File: src/rtl/fsm_receptor.sv
// fsm_receptor: receiving end of the processor send/ack 4-phase handshake.
// Each accepted word is written into a small circular FIFO. A local consumer
// drains the FIFO through a registered read port. While the FIFO is full, a
// write request is held off in STALL until space frees up.
module fsm_receptor #(
  parameter int DW    = 16,
  parameter int DEPTH = 4,
  parameter int AW    = 2
) (
  input  logic          clk,
  input  logic          rst,
  input  logic [1:0]    send,
  input  logic [DW-1:0] dado,
  output logic [1:0]    ack,
  input  logic          rd_en,
  output logic [DW-1:0] rd_data,
  output logic          rd_valid,
  output logic          empty,
  output logic          full,
  output logic [AW:0]   count,
  output logic          proto_err
);

  localparam logic [1:0] IDLE  = 2'd0;
  localparam logic [1:0] STALL = 2'd1;
  localparam logic [1:0] ACK   = 2'd2;

  localparam logic [AW:0] DEPTH_CNT = (AW+1)'(DEPTH);

  logic [1:0]    state_reg, state_next;
  logic [AW-1:0] wr_ptr_reg, rd_ptr_reg;
  logic [AW:0]   count_reg;
  logic [DW-1:0] rd_data_reg;
  logic          rd_valid_reg;
  logic          err_reg, err_next;

  logic [DW-1:0] mem [DEPTH];

  logic req, illegal, push, pop, full_w, empty_w;

  // Illegal codes (2'b1x) are flagged and otherwise behave like idle.
  assign req     = (send == 2'b01);
  assign illegal = send[1];

  // Fill flags come from the registered count, so push acceptance always
  // sees the level before the edge (a same-cycle pop cannot make room).
  assign full_w  = (count_reg == DEPTH_CNT);
  assign empty_w = (count_reg == '0);
  assign pop     = rd_en && !empty_w;

  // Next-state, write-enable and error decode for the handshake FSM.
  always_comb begin
    state_next = state_reg;
    push       = 1'b0;
    err_next   = err_reg | illegal;
    case (state_reg)
      IDLE: begin
        if (req) begin
          if (!full_w) begin
            push       = 1'b1;
            state_next = ACK;
          end else begin
            state_next = STALL;
          end
        end
      end
      STALL: begin
        if (req) begin
          if (!full_w) begin
            push       = 1'b1;
            state_next = ACK;
          end
        end else begin
          // Request withdrawn before it was ever acknowledged.
          state_next = IDLE;
          err_next   = 1'b1;
        end
      end
      ACK: begin
        // One word per handshake: wait for the processor to drop send.
        if (!req) state_next = IDLE;
      end
      default: state_next = IDLE;
    endcase
  end

  // Control registers: FSM state, pointers, fill level, read port, error flag.
  always_ff @(posedge clk) begin
    if (!rst) begin
      state_reg    <= IDLE;
      wr_ptr_reg   <= '0;
      rd_ptr_reg   <= '0;
      count_reg    <= '0;
      rd_data_reg  <= '0;
      rd_valid_reg <= 1'b0;
      err_reg      <= 1'b0;
    end else begin
      state_reg    <= state_next;
      err_reg      <= err_next;
      rd_valid_reg <= pop;
      if (push) wr_ptr_reg <= wr_ptr_reg + 1'b1;
      if (pop) begin
        rd_ptr_reg  <= rd_ptr_reg + 1'b1;
        rd_data_reg <= mem[rd_ptr_reg];
      end
      case ({push, pop})
        2'b10:   count_reg <= count_reg + 1'b1;
        2'b01:   count_reg <= count_reg - 1'b1;
        default: count_reg <= count_reg;
      endcase
    end
  end

  // Storage array is left unreset so it maps onto RAM; reset discards
  // contents logically by clearing the pointers and count. The push is
  // gated by rst so a write cannot land during reset.
  always_ff @(posedge clk) begin
    if (push && rst) mem[wr_ptr_reg] <= dado;
  end

  assign ack       = (state_reg == ACK) ? 2'b01 : 2'b00;
  assign rd_data   = rd_data_reg;
  assign rd_valid  = rd_valid_reg;
  assign empty     = empty_w;
  assign full      = full_w;
  assign count     = count_reg;
  assign proto_err = err_reg;

endmodule

File: config.mk
export PLATFORM = sky130hd
export DESIGN_NAME = fsm_receptor
export DESIGN_NICKNAME = d
export VERILOG_FILES = /design/src/rtl/fsm_receptor.sv
export SDC_FILE = /design/constraint.sdc
export NUM_CORES = 1
export LEC_CHECK = 0
export CELL_PAD_IN_SITES_DETAIL_PLACEMENT = 2
export CELL_PAD_IN_SITES_GLOBAL_PLACEMENT = 2
export CORE_UTILIZATION = 31
export CTS_BUF_LIST = sky130_fd_sc_hd__clkbuf_16
export CTS_CLUSTER_DIAMETER = 150
export DETAILED_ROUTE_END_ITERATION = 10
export GPL_TIMING_DRIVEN = 0
export HOLD_SLACK_MARGIN = 0.06
export MAX_ROUTING_LAYER = met4
export PLACE_DENSITY = 0.62
export SLEW_MARGIN = 40
export SYNTH_ARGS = -nofsm -noshare
export SYNTH_HDL_FRONTEND = slang
export SYNTH_SLANG_ARGS = --single-unit
File: constraint.sdc
create_clock -name clk -period 2.9 [get_ports clk]
set_clock_uncertainty 0.1 [all_clocks]
set_input_delay 0.58 -clock clk [delete_from_list [all_inputs] [get_ports clk]]
set_output_delay 0.58 -clock clk [all_outputs]
set_load 0.01 [all_outputs]
==> flow_summary.html <==
<table>
<tr><th>Metric</th><th>Value</th></tr>
<tr><th colspan="2">Die</th></tr>
<tr><td>Die extent in x</td><td>approximately 110 microns</td></tr>
<tr><td>Starting Density</td><td>32.5%</td></tr>
<tr><td>Chip Height</td><td>107 microns</td></tr>
<tr><td>Floorplan Core Area</td><td>about 11000 sq um</td></tr>
<tr><td>Top-level port count</td><td>46</td></tr>
<tr><td>Cell Rows</td><td>37</td></tr>
<tr><td>Total die area</td><td>11500 sq um</td></tr>
<tr><th colspan="2">Final layout</th></tr>
<tr><td>Largest register FFs</td><td>64</td></tr>
<tr><td>Synthesis-to-layout area growth</td><td>27.3%</td></tr>
<tr><td>Multi-input gate area</td><td>870 sq um</td></tr>
<tr><td>Nets@finish</td><td>about 270</td></tr>
<tr><td>Fraction of final layout cells with drive strength greater than 1</td><td>between 15 and 20%</td></tr>
<tr><td>Antenna diode instance count</td><td>0</td></tr>
<tr><td># fillers</td><td>1006</td></tr>
<tr><td>Total area of sequential cells</td><td>2460 sq um</td></tr>
<tr><th colspan="2">GRT</th></tr>
<tr><td>Global-route wire length before repair</td><td>11300 microns</td></tr>
<tr><td>Leftover overflow at the end of global routing</td><td>0</td></tr>
<tr><td>Global-route met3 utilization</td><td>3.83%</td></tr>
<tr><td>Global router's overall resource usage</td><td>14.3%</td></tr>
<tr><td>Initial antenna violation count</td><td>0</td></tr>
<tr><td>Via count of the first global-routing pass</td><td>slightly below 2000</td></tr>
<tr><td>Maximum number of pins on one net before global-route repair</td><td>17</td></tr>
<tr><td>Top Usage Layer GRT</td><td>met2</td></tr>
<tr><td>Met2 Track Usage GR</td><td>between 20 and 25%</td></tr>
<tr><td>GR Util met1</td><td>approximately 17%</td></tr>
<tr><th colspan="2">Setup path</th></tr>
<tr><td>Sum of buffers and inverters on the critical path</td><td>3</td></tr>
<tr><td>Kind of start point of the critical path</td><td>input pin</td></tr>
<tr><td>Crit-path cells</td><td>clkdlybuf4s50_1 &gt; nor4b_2 &gt; inv_1 &gt; ha_1 &gt; inv_1 &gt; fa_1 &gt; xor2_1 &gt; or3_1 &gt; a21boi_0</td></tr>
<tr><td>Standard cell with the maximum stage delay on the critical path</td><td>sky130_fd_sc_hd__nor4b_2</td></tr>
<tr><td>Arrival time of data at the critical path endpoint</td><td>approximately 2.7 ns</td></tr>
<tr><td>Path type of the worst setup path</td><td>input pin to flop</td></tr>
<tr><td>CP top delay family</td><td>simple AND/OR/NAND/NOR gates</td></tr>
<tr><td>Worst endpoint required time</td><td>3.07 ns</td></tr>
<tr><td>Most common cell on crit path</td><td>sky130_fd_sc_hd__inv_1</td></tr>
<tr><td>Element type at the critical path end</td><td>flop</td></tr>
<tr><td>CP Max Fanout</td><td>3</td></tr>
<tr><td>Critical Path Max Stage Delay</td><td>0.52 ns</td></tr>
<tr><th colspan="2">Clock tree</th></tr>
<tr><td>Setup Fix Bufs, Post-CTS</td><td>0</td></tr>
<tr><td>Largest buffer count on any clock path</td><td>2</td></tr>
<tr><td>Sink Count</td><td>91</td></tr>
<tr><td>Resized cells post-CTS</td><td>0</td></tr>
<tr><td>Number of buffers added by the clock tree synthesis step</td><td>9</td></tr>
<tr><td>Clock edge transition at the registers on the reported setup and hold paths</td><td>0.07 ns</td></tr>
<tr><td>Clock tree root driver cell</td><td>sky130_fd_sc_hd__clkbuf_16</td></tr>
<tr><td>Depth of the CTS H-tree</td><td>3</td></tr>
<tr><td>Number of buffers added to fix hold violations after cts</td><td>0</td></tr>
<tr><td>Skew-Pair Late Insertion Delay</td><td>0.35 ns</td></tr>
<tr><td>Clock tree from TritonCTS</td><td>done</td></tr>
<tr><th colspan="2">Logic synthesis</th></tr>
<tr><td>Area contributors post-synth</td><td>sky130_fd_sc_hd__edfxtp_1 (56%), sky130_fd_sc_hd__dfxtp_1 (16%), sky130_fd_sc_hd__mux4_2 (11%)</td></tr>
<tr><td>Yosys warnings</td><td>0</td></tr>
<tr><td>Net count after synthesis</td><td>212</td></tr>
<tr><td>Post-synth top area share</td><td>56.2%</td></tr>
<tr><td>Sequential cell area fraction in the yosys report</td><td>between 70% and 80%</td></tr>
<tr><td>Dominant cell type by area after synthesis</td><td>sky130_fd_sc_hd__edfxtp_1</td></tr>
<tr><td>Seq cells post-synth</td><td>91</td></tr>
<tr><td>Distinct cell type count after synthesis</td><td>33</td></tr>
<tr><td>Post-Synthesis Mean Instance Area</td><td>18.5 sq um</td></tr>
<tr><td>Netlist area before placement</td><td>between 3000 and 4000 sq um</td></tr>
<tr><td>Synthesized instance count</td><td>185</td></tr>
<tr><th colspan="2">Pwr</th></tr>
<tr><td>Pwr per Cell Area</td><td>around 830 nW/um^2</td></tr>
<tr><td>Total power after layout</td><td>about 3600 uW</td></tr>
<tr><td>Max IR drop VDD</td><td>about 370 uV</td></tr>
<tr><td>Static Leakage</td><td>~0.0014 uW</td></tr>
<tr><th colspan="2">STA</th></tr>
<tr><td>Slew at the pin closest to its max-slew limit</td><td>approximately 0.65 ns</td></tr>
<tr><td>Rel. slew slack</td><td>56.6%</td></tr>
<tr><td>Worst setup slack after layout</td><td>0.405 ns</td></tr>
<tr><td>Pins Over Slew Limit</td><td>0</td></tr>
<tr><td>Hold Violations, Final</td><td>0</td></tr>
<tr><td>Final setup fails</td><td>0</td></tr>
<tr><td>Portion of the clock cycle consumed by the worst path in the final layout</td><td>86.0%</td></tr>
<tr><td>RSZ-0062 raised after global routing</td><td>false</td></tr>
<tr><td>Maximum clock frequency</td><td>0.401 GHz</td></tr>
<tr><td>Period minus WS final</td><td>between 2 and 2.5 ns</td></tr>
<tr><th colspan="2">Run status</th></tr>
<tr><td>Result of the run</td><td>finished, final reports clean</td></tr>
<tr><th colspan="2">Routing</th></tr>
<tr><td>Mean routed wirelength per cell</td><td>18.8 microns</td></tr>
<tr><td>Drt first pass iters</td><td>6</td></tr>
<tr><td>Routed via count divided by cell count</td><td>4.80</td></tr>
<tr><td>DRC violation total after the first TritonRoute iteration</td><td>between 50 and 60</td></tr>
<tr><td>Routed vias</td><td>1829</td></tr>
<tr><td>DRT Wirelength</td><td>7180 microns</td></tr>
<tr><td>Remaining number of nets flagged by the antenna check after routing</td><td>0</td></tr>
<tr><td>Remaining design rule violation count</td><td>0</td></tr>
<tr><th colspan="2">Place</th></tr>
<tr><td>Pre-CTS WS</td><td>-0.0127 ns</td></tr>
<tr><td>Global placement routability congestion</td><td>between 0.6 and 0.7</td></tr>
<tr><td>Port buffer count</td><td>44</td></tr>
<tr><td>DP HPWL</td><td>~4500 microns</td></tr>
<tr><th colspan="2">Worst hold path</th></tr>
<tr><td>Min-Delay Path Class</td><td>flop to flop</td></tr>
<tr><th colspan="2">Job</th></tr>
<tr><td>Maximum capacitance violations</td><td>0</td></tr>
</table>
[cell usage in the layout (no fill, tap or decap), types with 2 or more instances in the layout]
cell type	count
sky130_fd_sc_hd__buf_6	2
sky130_fd_sc_hd__ha_1	5
sky130_fd_sc_hd__inv_1	6
sky130_fd_sc_hd__clkdlybuf4s50_1	44
sky130_fd_sc_hd__nor3b_1	3
sky130_fd_sc_hd__nor3_1	2
sky130_fd_sc_hd__mux4_2	16
sky130_fd_sc_hd__xnor2_1	2
sky130_fd_sc_hd__o21ai_0	2
sky130_fd_sc_hd__buf_2	4
sky130_fd_sc_hd__dfxtp_1	27
sky130_fd_sc_hd__buf_4	2
sky130_fd_sc_hd__nand2_1	5
sky130_fd_sc_hd__clkbuf_16	10
sky130_fd_sc_hd__a22o_1	16
sky130_fd_sc_hd__mux2i_1	2
sky130_fd_sc_hd__and2_1	5
sky130_fd_sc_hd__edfxtp_1	64
sky130_fd_sc_hd__inv_6	2
sky130_fd_sc_hd__and2_2	4
sky130_fd_sc_hd__a21boi_0	2
[cell families after synthesis]
family | Yosys count | synth area share [%]
other | 1 | 0.110
buffers and inverters | 17 | 2.67
multiplexers | 18 | 11.1
XOR/XNOR | 3 | 0.769
adder cells (fa/ha/maj) | 6 | 2.42
AND/OR/NAND/NOR | 25 | 4.65
AO/OA/AOI/OAI | 24 | 6.22
flip-flops | 91 | 72.0
[cell type report]
cell class | instances | area share, %
Buffer | 10 | 1.50
Inverter | 7 | 0.604
Sequential cell | 91 | 56.6
Timing Repair Buffer | 44 | 10.1
Clock inverter | 6 | 1.55
Multi-Input combinational cell | 77 | 20.0
Clock buffer | 10 | 5.75
Tap cell | 136 | 3.91
[cells in the mapped netlist]
library cell	count
sky130_fd_sc_hd__nand2_1	5
sky130_fd_sc_hd__o21a_1	1
sky130_fd_sc_hd__nand3b_1	1
sky130_fd_sc_hd__buf_6	2
sky130_fd_sc_hd__a21boi_0	2
sky130_fd_sc_hd__mux2i_1	2
sky130_fd_sc_hd__o31a_1	1
sky130_fd_sc_hd__ha_1	5
sky130_fd_sc_hd__o21ba_2	1
sky130_fd_sc_hd__and2_1	9
sky130_fd_sc_hd__or3_1	1
sky130_fd_sc_hd__xor2_1	1
sky130_fd_sc_hd__a22o_1	16
sky130_fd_sc_hd__nor3b_2	1
sky130_fd_sc_hd__nor2_1	1
sky130_fd_sc_hd__o31ai_4	1
sky130_fd_sc_hd__fa_1	1
sky130_fd_sc_hd__nor4b_2	1
sky130_fd_sc_hd__edfxtp_1	64
sky130_fd_sc_hd__mux4_2	16
sky130_fd_sc_hd__conb_1	1
sky130_fd_sc_hd__nor3b_1	3
sky130_fd_sc_hd__o21ai_0	2
sky130_fd_sc_hd__clkbuf_1	1
sky130_fd_sc_hd__inv_1	6
sky130_fd_sc_hd__dfxtp_1	27
sky130_fd_sc_hd__buf_4	2
sky130_fd_sc_hd__inv_2	1
sky130_fd_sc_hd__nor3_1	2
sky130_fd_sc_hd__buf_2	4
sky130_fd_sc_hd__buf_1	1
sky130_fd_sc_hd__nor2b_1	1
sky130_fd_sc_hd__xnor2_1	2
[final timing paths]
path / startpoint / endpoint / slack, ns / depth (start not counted)
worst max-delay path: send[1] / count[2] / 0.41 / 9
worst min-delay path: rd_data[13] / rd_data[13] / 0.37 / 1
worst max register to register: count[2] / count[2] / 0.47 / 9
worst min register to register: rd_data[13] / rd_data[13] / 0.37 / 1
[metal layers]
layer	wire length, microns	vias to the layer above
li1	-	826
met1	3290	946
met2	3460	46
met3	287	11
met4	140	0
met5	0	-
[per-stage QoR]
step	cells	hold slack (ns)	util (%)	cell area, sq um	TNS (ns)
global route	381	0.400	41.4	4350	0
floorplan	185	0.368	-	3420	0
CTS	381	0.385	41.4	4350	0
finish	381	0.374	41.4	4350	0
detailed placement	365	0.359	38.4	4030	-0.0127
global placement	365	0.362	38.3	4030	0
[report_power, final]
group | total (uW) | internal (uW) | leakage, uW | switching, uW
logic | 783 | 440 | 0.000494 | 342
clock network | 1250 | 728 | 0.000158 | 518
registers | 1570 | 1490 | 0.000798 | 76.4
total | 3600 | 2660 | 0.00145 | 937
No activity file was read; power rests on OpenSTA's default activity.
==> edit 1, RTL diff (same settings) <==
`DEPTH`: 4 -> 8.
--- a/src/rtl/fsm_receptor.sv
+++ b/src/rtl/fsm_receptor.sv
@@ -4,7 +4,7 @@
 // write request is held off in STALL until space frees up.
 module fsm_receptor #(
   parameter int DW    = 16,
-  parameter int DEPTH = 4,
+  parameter int DEPTH = 8,
   parameter int AW    = 2
 ) (
   input  logic          clk,
Function: changed (Yosys sat finds a counterexample within 4 cycles, from zero or initial values and one cycle with rst low).
==> edit 1 against the original RTL <==
Wire length decreased by 4.0%; area after synthesis increased by 0.18%; non-clock buffer count increased by 1; sequential cell count did not move; design area up 0.81%; worst setup slack lost 0.13 ns; critical path type is now reg2out; largest cell class unchanged.
Power is not compared: it rests on default switching activity, and its combinational part moved more than twofold at a synthesized area within 25%.
==> edit 1: results (changes against the original RTL) <==
Status
  – Outcome: finished, final reports clean

Layout
  – Share of cells above drive strength 1: 20.7% (+1.1 points)
  – Cell Count, Final, Fillers Out: 386 (+1.3%)
  – Net count, final: 268 (+0.37%)

Critical path
  – CP max FO: 6 (+3)
  – Worst r2r path cells: 10 (+1)
  – Slowest CP cell: clkdlybuf4s50_1
  – CP startpoint: count[2]
  – CP delay by family, top: buffers and inverters
  – Critical path endpoint: full
  – Arr. time, crit path: 1.94 ns (-0.73 ns)
  – R2r setup slk: 0.38 ns (-0.09 ns)

Placement
  – Gpl congestion: 0.673 (+2.2%)
  – Worst slack at placement: -0.00163 ns (+0.0111 ns)
  – Dpl cell area: 4050 um2 (+0.28%)
  – Dpl hpwl: 4.40 mm (-2.2%)

Detailed routing
  – Post-Route WL: 6.89 mm (-4.0%)
  – Via Count: 1804 (-1.4%)
  – Detailed Route Iter0 Violations: 48 (-13%)
  – Met3 wire len: 251 um (-13%)
  – Met2 WL post-DR: 3.47 mm (+0.29%)
  – TritonRoute pass-1 iters: 4 (-2)
  – Routed metal-1 wirelength: 3.03 mm (-7.8%)

STA
  – Worst Tran Pin Value: 0.708 ns (+0.0563 ns)
  – Final hold slack: 0.378 ns (+0.00340 ns)

Global route
  – Met3 Use GR: 3.65% (-0.18 points)
  – Vias in the first global route: 2028 (+2.9%)
  – M2 GR Usage: 22.6% (+0.41 points)
  – First-pass GRT wire length: 11.3 mm (+0.49%)
  – Met1 usage in global routing: 17.2% (-0.090 points)

Die
  – Chip Width: 107 um (about the same)

Yosys
  – Mapped Nets: 213 (+0.47%)
  – Synthesized instance count: 186 (+0.54%)
  – Post-synthesis compound-gate area fraction: 5.74% (-0.49 points)
  – Most common library cells after synthesis: 64 x edfxtp_1, 27 x dfxtp_1, 16 x mux4_2, 13 x a22o_1, 9 x and2_1
  – Post-synthesis mux area share: 11.1% (-0.020 points)
  – Adder-Cell Fraction of Synth Area: 2.41% (-0.0044 points)
  – Ranking of synthesized cells by area: edfxtp_1 56%, dfxtp_1 16%, mux4_2 11%
  – Post-synth cell types: 34 (+3.0%)

Min path
  – Worst hold path startpoint: rd_data[5]
-- edit 1: cell count changes after synthesis, moves of 2 or more --
| cell | delta |
|---|---|
| inv_1 | +2 |
| a22o_2 | +3 |
| buf_2 | -2 |
| buf_4 | +2 |
| a22o_1 | -3 |
| nor3b_1 | -2 |
-- edit 1: layout make-up --
| cell class | count | area, um2 |
|---|---|---|
| buffer | 11 | 85.1 |
| clock buffer | 9 | 225 |
| clock inverter | 7 | 116 |
| fill | 1037 | 6410 |
| inverter | 8 | 30.0 |
| multi-input combinational | 76 | 852 |
| sequential | 91 | 2460 |
| tap | 140 | 175 |
| timing repair buffer | 44 | 440 |
-- edit 1: power by group --
| group | internal [mW] | leakage, nW | switching, mW |
|---|---|---|---|
| registers | 1.42 | 0.793 | 0.0197 |
| clock network | 0.840 | 0.165 | 0.480 |
| logic | 0.168 | 0.493 | 0.129 |
| total | 2.43 | 1.45 | 0.629 |
==> edit 2, RTL diff (same flow settings) <==
Without the edit above. Register the output `count` once more, without a reset; this adds one clock of latency there. The other outputs are not delayed to match. Comments in the files are not updated.
--- a/src/rtl/fsm_receptor.sv
+++ b/src/rtl/fsm_receptor.sv
@@ -123,7 +123,9 @@
   assign rd_valid  = rd_valid_reg;
   assign empty     = empty_w;
   assign full      = full_w;
-  assign count     = count_reg;
+  always_ff @(posedge clk) begin
+    count <= count_reg;
+  end
   assign proto_err = err_reg;
 
 endmodule
Behaviour: not the same (Yosys sat finds a counterexample within 4 cycles, from zero or initial values and one cycle with rst low).
==> edit 2 against the original RTL <==
Via count fell by 0.38%; area after synthesis rose by 1.8%; design area rose by 0.58%; combinational power barely moved; critical path depth did not move; sequential share of layout area rose by 1.0 points; clock power fell by 11%; worst setup slack improved by 0.0060 ns; power fell by 2.2%; maximum frequency rose by 0.24%; non-clock buffer count did not move; register-to-register slack got worse by 0.05 ns; wire length fell by 1.2%; sequential cell count rose by 3; largest cell class unchanged.
==> edit 2: results (changes against the original RTL) <==
Detailed routing
  – TritonRoute pass-1 iters: 4 (-2)
  – Detailed Route Iter0 Violations: 62 (+13%)
  – Wire length per cell: 18.3 um (-3.0%)
  – Via/cell ratio: 4.70 (-2.2%)
  – Via Count: 1822 (-0.38%)

Placement
  – Dpl cell area: 4100 um2 (+1.6%)
  – Gpl congestion: 0.681 (+3.5%)
  – IO buf count: 44 (unchanged)
  – Dpl cells: 372 (+1.9%)
  – Dpl hpwl: 4.61 mm (+2.5%)

Global route
  – First-pass GRT wire length: 11.1 mm (-1.7%)
  – Initial antenna violation count: 0 (unchanged)
  – Vias in the first global route: 2025 (+2.7%)
  – GRT Total Usage: 14.2% (-0.081 points)
  – Largest net degree at the start of global routing: 17 (unchanged)

Layout
  – Largest register FFs: 64 (unchanged)
  – Net count, final: 270 (+1.1%)
  – N_diodes: 0 (unchanged)
  – Filler Cell Count: 1046 (+4.0%)
  – Share of cells above drive strength 1: 17.3% (-2.3 points)

Yosys
  – Most common cell in the netlist: edfxtp_1
  – Synthesized instance count: 188 (+1.6%)
  – Post-synth cell types: 32 (-3.0%)
  – Synth async-reset ratio: 0% (unchanged)
  – Part of the Yosys area used for sequential elements: 72.5% (+0.48 points)
  – Ranking of synthesized cells by area: edfxtp_1 55%, dfxtp_1 17%, mux4_2 10%
  – Mapped Nets: 215 (+1.4%)
  – Post-synth EDFFs: 64 (unchanged)
  – Most common library cells after synthesis: 64 x edfxtp_1, 30 x dfxtp_1, 16 x a22o_1, 16 x mux4_2, 9 x and2_1
  – Main flop type after synthesis: edfxtp_1
  – Warnings from Yosys: 0 (unchanged)

Clock network
  – Clock buffer depth: 2 (unchanged)
  – Num CTS Buffers: 9 (unchanged)
  – Setup Buffers After CTS: 0 (unchanged)
  – H-Tree Depth: 3 (unchanged)
  – Worst-path clk slew: 0.06 ns
  – CTS Root Cell: clkbuf_16
  – Clk_lat worst skew: 0.34 ns
  – PostCTS Resize Cnt: 0 (unchanged)

Critical path
  – Arr. time, crit path: 2.65 ns (-0.02 ns)
  – CP max FO: 3 (unchanged)

STA
  – Slew HR: 57.9% (+1.3 points)

Power
  – Leak Pwr: 1.46 nW (+0.82%)
  – Worst VDD drop: 279 uV (-25%)

Status
  – Outcome: finished, final reports clean

Min path
  – Class of the worst hold path: reg2reg
-- edit 2: critical path: stages --
cell             delay, ns
clkdlybuf4s50_1       0.45
nor4b_2               0.47
inv_1                 0.10
ha_1                  0.24
inv_1                 0.07
fa_1                  0.17
xor2_1                0.08
or3_1                 0.31
a21boi_0              0.17
-- edit 2: cell families (layout without fill, tap and decap cells) --
logic type	count (synthesis)	count (layout)	share of synthesized area (%)
flops	94	94	72.5
other cells	1	1	0.108
fa+ha+maj	6	6	2.37
mux	18	18	10.9
compound gates	24	24	6.11
buf+inv	17	77	2.63
simple gates	25	25	4.57
xor+xnor	3	3	0.756
-- edit 2: final timing paths --
path	cells past startpoint	slack [ns]	end	startpoint
setup / recovery	9	0.41	count_reg[2]	send[1]
hold / removal	0	0.34	count[2]	count_reg[2]
setup reg to reg	9	0.42	count_reg[2]	count_reg[2]
hold reg to reg	0	0.34	count[2]	count_reg[2]
-- edit 2: power breakdown --
group          internal (mW)  switching (mW)  total (mW)
Combinational          0.440           0.342       0.782
Sequential              1.55          0.0758        1.62
Clock                  0.650           0.464        1.11
-- edit 2: metal layers --
| layer | share of wire (%) | GRT usage (%) | wire (um) |
|---|---|---|---|
| met1 | 43 | 16.6 | 3010 |
| met2 | 51 | 22.7 | 3650 |
| met3 | 3.9 | 4.06 | 277 |
| met4 | 2.1 | 6.46 | 146 |
| met5 | 0 | - | 0 |
-- edit 2: per-stage QoR --
stage	setup slack, ns	total power [mW]
after detailed placement	0.0295	2.46
after floorplan	0.595	2.12
after global placement	-0.0103	2.43
after global routing	0.198	3.69
final	0.411	3.52
after CTS	0.364	3.59
-- edit 2: layout make-up --
| cell class | count | area [um2] | area share (%) |
|---|---|---|---|
| timing repair buffer | 44 | 440 | 10.1 |
| buffer | 10 | 65.1 | 1.49 |
| tap | 140 | 175 | 4.00 |
| multi-input combinational | 77 | 870 | 19.9 |
| inverter | 7 | 26.3 | 0.600 |
| sequential | 94 | 2520 | 57.6 |
| clock buffer | 9 | 225 | 5.15 |
| clock inverter | 7 | 52.6 | 1.20 |
